`config.mk`:
```
export PLATFORM = sky130hd
export DESIGN_NAME = fixed_point_seq_divider
export DESIGN_NICKNAME = d
export VERILOG_FILES = /design/src/rtl/fixed_point_seq_divider.sv
export SDC_FILE = /design/constraint.sdc
export NUM_CORES = 1
export LEC_CHECK = 0
export CAP_MARGIN = 0
export CELL_PAD_IN_SITES_DETAIL_PLACEMENT = 0
export CELL_PAD_IN_SITES_GLOBAL_PLACEMENT = 2
export CORE_UTILIZATION = 30
export DETAILED_ROUTE_END_ITERATION = 10
export GPL_TIMING_DRIVEN = 0
export PLACE_DENSITY_LB_ADDON = 0.15
export SETUP_SLACK_MARGIN = 0.5
export SYNTH_ARGS = -nofsm -noshare
export SYNTH_HDL_FRONTEND = slang
export SYNTH_SLANG_ARGS = --single-unit
```
`constraint.sdc`:
```
create_clock -name clk -period 2.2 [get_ports clk]
set_input_delay 0.33 -clock clk [delete_from_list [all_inputs] [get_ports clk]]
set_output_delay 0.33 -clock clk [all_outputs]
set_load 0.02 [all_outputs]
```
`src/rtl/fixed_point_seq_divider.sv`:
```
// Bit-serial restoring divider for signed Q(INT_WIDTH).(FRAC_WIDTH) operands.
// Out-of-range quotients saturate and raise overflow/underflow; a zero divisor is flagged.
//
// state | meaning
// IDLE  | waiting for operands, in_ready=1
// CALC  | one quotient bit per clock, MSB first
// FIX   | sign, saturation and flag resolution
// DONE  | result presented until out_ready
module fixed_point_seq_divider #(
  parameter int INT_WIDTH  = 4,
  parameter int FRAC_WIDTH = 4,
  localparam int DATA_WIDTH = INT_WIDTH + FRAC_WIDTH + 1
) (
  input  logic                  clk,
  input  logic                  rst_n,
  input  logic                  in_valid,
  output logic                  in_ready,
  input  logic [DATA_WIDTH-1:0] a,
  input  logic [DATA_WIDTH-1:0] b,
  output logic                  out_valid,
  input  logic                  out_ready,
  output logic [DATA_WIDTH-1:0] result,
  output logic                  overflow,
  output logic                  underflow,
  output logic                  div_by_zero
);

  localparam int Q_BITS = DATA_WIDTH + FRAC_WIDTH;
  localparam int CW     = $clog2(Q_BITS);
  localparam logic [Q_BITS-1:0] MAX_MAG = Q_BITS'((1 << (DATA_WIDTH-1)) - 1);
  localparam logic [Q_BITS-1:0] MIN_MAG = Q_BITS'(1 << (DATA_WIDTH-1));
  localparam logic [DATA_WIDTH-1:0] MAXV = {1'b0, {(DATA_WIDTH-1){1'b1}}};
  localparam logic [DATA_WIDTH-1:0] MINV = {1'b1, {(DATA_WIDTH-1){1'b0}}};

  typedef enum logic [1:0] {IDLE, CALC, FIX, DONE} state_t;

  state_t                state;
  logic [Q_BITS-1:0]     quo;    // dividend shifts out the top, quotient shifts in the bottom
  logic [DATA_WIDTH-1:0] rem;
  logic [DATA_WIDTH-1:0] dvs;
  logic                  neg;
  logic                  dz;
  logic [CW-1:0]         cnt;

  logic [DATA_WIDTH-1:0] a_mag, b_mag;
  logic [DATA_WIDTH:0]   rem_sh, diff;
  logic                  ge;
  logic [DATA_WIDTH-1:0] rem_nx;
  logic [Q_BITS-1:0]     quo_nx;

  always_comb begin
    a_mag  = a[DATA_WIDTH-1] ? DATA_WIDTH'(-a) : a;
    b_mag  = b[DATA_WIDTH-1] ? DATA_WIDTH'(-b) : b;
    rem_sh = {rem, quo[Q_BITS-1]};
    diff   = rem_sh - {1'b0, dvs};
    ge     = rem_sh >= {1'b0, dvs};
    rem_nx = ge ? diff[DATA_WIDTH-1:0] : rem_sh[DATA_WIDTH-1:0];
    quo_nx = {quo[Q_BITS-2:0], ge};
  end

  always_ff @(posedge clk) begin
    if (!rst_n) begin
      state       <= IDLE;
      in_ready    <= 1'b1;
      out_valid   <= 1'b0;
      result      <= '0;
      overflow    <= 1'b0;
      underflow   <= 1'b0;
      div_by_zero <= 1'b0;
      quo         <= '0;
      rem         <= '0;
      dvs         <= '0;
      neg         <= 1'b0;
      dz          <= 1'b0;
      cnt         <= '0;
    end else begin
      case (state)
        IDLE: begin
          if (in_valid) begin
            in_ready <= 1'b0;
            quo      <= {a_mag, {FRAC_WIDTH{1'b0}}};
            rem      <= '0;
            dvs      <= b_mag;
            neg      <= a[DATA_WIDTH-1] ^ b[DATA_WIDTH-1];
            dz       <= (b == '0);
            if (b == '0) begin
              // zero divisor spends one extra cycle in FIX for a two-edge latency
              cnt   <= CW'(1);
              state <= FIX;
            end else begin
              cnt   <= CW'(Q_BITS - 1);
              state <= CALC;
            end
          end
        end
        CALC: begin
          rem <= rem_nx;
          quo <= quo_nx;
          if (cnt == '0) state <= FIX;
          else           cnt   <= cnt - 1'b1;
        end
        FIX: begin
          if (cnt != '0) begin
            cnt <= cnt - 1'b1;
          end else begin
            state       <= DONE;
            out_valid   <= 1'b1;
            overflow    <= 1'b0;
            underflow   <= 1'b0;
            div_by_zero <= 1'b0;
            if (dz) begin
              result      <= '0;
              div_by_zero <= 1'b1;
            end else if (neg && quo != '0) begin
              if (quo > MIN_MAG) begin
                result    <= MINV;
                underflow <= 1'b1;
              end else begin
                result <= DATA_WIDTH'(-quo[DATA_WIDTH-1:0]);
              end
            end else if (quo > MAX_MAG) begin
              result   <= MAXV;
              overflow <= 1'b1;
            end else begin
              result <= quo[DATA_WIDTH-1:0];
            end
          end
        end
        DONE: begin
          if (out_ready) begin
            out_valid <= 1'b0;
            in_ready  <= 1'b1;
            state     <= IDLE;
          end
        end
        default: state <= IDLE;
      endcase
    end
  end

endmodule

```
==> metrics <==
clock share of power 0.124; Reg clk slew, reported paths 0.07 ns; Worst-Skew Late Latency 0.30 ns; Final WS setup 0.1559 ns; clk buf depth 2; total number of vias around 3,500; worst slew pin tran 0.5577 ns; die width about 110 um; Cells after Synth about 440; Num CTS Buffers 5; Main synth FF type dfxtp_1; DR WL/cell between 15 and 20 um; Post-Syn Area 3430 um2; routability congestion estimate ~0.76; area leader, netlist dfxtp_1; dpl ws -0.3299 ns; final worst-path cycle share 0.9291; switch share 0.4282; first-pass GRT wire length 16.59 mm; initial antenna violation count 0; Iteration-0 DRC Markers 143; EDFF count, synth 0; RSZ-0062 raised after global routing yes; worst path required time 2.39 ns; FF+latch area 1079 um2; WP data arrival around 2.2 ns; CP Capture Type register; Unique masters post-synth 62; Combinational Power Share 0.644; # nets final about 560; Area Growth Syn to Fin 40.53%; Residual DRC 0; CTS tree yes; top cells by count, synth 53 x dfxtp_1, 53 x nand2_1, 34 x a21oi_1; Core ar. 10,980 um2; worst ir drop on vdd 0.5335 mV; HP Class in2reg; Std-Cell Rows 38; post-layout util 0.4388; Die H 108.9 um; Max Freq slightly below 500 MHz; Via density 5.269; first-pass detailed-route iteration total 4; PwrDens 1337 nW/um2; fillers 1,145; Worst Skew 0.009162 ns; sequential-to-total area share from yosys stat 0.3094; Synth area leaders dfxtp_1 31%, ha_1 7.3%, nand2_1 5.8%, a21oi_1 5.0%, nor2_1 3.4%; Tmin final 2.044 ns; Fin. Hold Viols 0; hold slack 0.3597 ns; H-tree Lvls 2; sequential share of power 0.232; clock root buffer master clkbuf_16; initial core utilization 0.3123; post-synthesis async set-or-reset flop share 0; hold buffer count at cts 0; Psw roughly 2800 uW; dpl hpwl 7.162 mm; Final Max Tran Viols 0; WS Path Type reg2reg; Clock Sinks 53; Max-cap violations 0; final setup TNS 0 ns; Mean Syn Cell Area 7.777 um2; internal power 3685 uW; Die ar. 11,860 um2; area of the multi-input gates 2482 um2; slew margin rel. 0.6257; Synth Warn # 0; PortBufs 33; Leakage about 0.0018 uW; largest net degree at the start of global routing 16; Tot GR Track Use 0.1816; Antenna diodes 0; ratio of cells with drive above 1 in the final layout 0.2610; Seq cells post-synth 53; Synth Net Count 484; outcome finished, final reports clean; crit-path max FO 5; Ports 36; top cell type's share of synthesized area 0.3094; antenna viol nets, final 0; Power, Total 6445 uW; vias in the first global route 3,278; CP startpoint kind register; grt ovf 0; final WL 10.37 mm; Final Setup Violations 0
## placed cells by master, fill, tap and decap left out, types with 11 or more instances in the layout
cell,n
o21ai_1,15
dfxtp_1,45
nor2_1,28
ha_1,11
nand2_1,52
xnor2_1,11
inv_1,21
clkdlybuf4s50_1,23
a21oi_1,32
o21ai_0,12
buf_4,35
## cell families (layout without fill, tap and decap cells)
logic type	after synthesis	after routing	share of synthesized area
simple gates	163	163	0.2459
compound gates	128	128	0.2452
flops	53	53	0.3094
buf+inv	53	133	0.06056
fa+ha+maj	21	21	0.07880
xor+xnor	19	19	0.04852
mux	4	4	0.01168
## final timing paths
check | startpoint | endpoint | slack, ns | depth (start not counted)
hold reg to reg | div_by_zero | div_by_zero | 0.46 | 2
hold / removal | b[2] | dvs[2] | 0.36 | 3
setup reg to reg | quo[12] | result[3] | 0.16 | 8
setup / recovery | quo[12] | result[3] | 0.16 | 8
## stage by stage
step	instance area, um2	instances
final	4820	661
after global placement	4034	614
after CTS	4568	650
after detailed placement	4034	614
after global routing	4820	661
after floorplan	3528	441
## repair_timing
| item | CTS | global route |
|---|---|---|
| endpoints found under the setup margin | 50 | 52 |
| gates resized for setup | 62 | 75 |
| buffers inserted | 26 | 11 |
| pin swaps | 20 | 20 |
| gates cloned | 2 | 0 |
| hold endpoints to repair | 0 | 0 |
## per-layer routing
| metal | vias to the layer above | global-route usage | wire [um] |
|---|---|---|---|
| met5 | - | 0 | 0 |
| li1 | 1754 | - | - |
| met4 | 0 | 0.05598 | 154 |
| met3 | 15 | 0.02750 | 353 |
| met2 | 64 | 0.2844 | 4729 |
| met1 | 1650 | 0.2546 | 5136 |
## cell type report
class / instances / area share
timing repair buffer: 72 / 0.1340
sequential: 53 / 0.2238
inverter: 29 / 0.02414
clock buffer: 6 / 0.02674
tap: 140 / 0.03634
buffer: 24 / 0.03790
multi-input combinational: 335 / 0.5151
clock inverter: 2 / 0.002077
## critical path: stages (launching register included)
cell and delay (ns):
dfxtp_4 0.36, buf_4 0.13, or4_4 0.41, buf_6 0.15, o41ai_4 0.32, buf_6 0.18, nor3_4 0.04, a221oi_2 0.25
o21ai_1 0.09
## power by group through the flow
stage	registers [uW]	clock network, uW	logic, uW
2_1_floorplan	1470	0	2300
6_report	1500	798	4150
3_5_place_dp	1480	0	3070
4_1_cts	1470	808	3730
5_1_grt	1540	850	4520
3_3_place_gp	1480	0	3060
## state kept, by name, indices dropped and copies added (netlist names)
signal and cells:
rem 9, neg 1, underflow 1, cnt 4, div_by_zero 1, dvs 9
quo 13, overflow 1, in_ready 1, out_valid 1, state 2, dz 1
result 9
No activity file was read; power rests on OpenSTA's default activity.
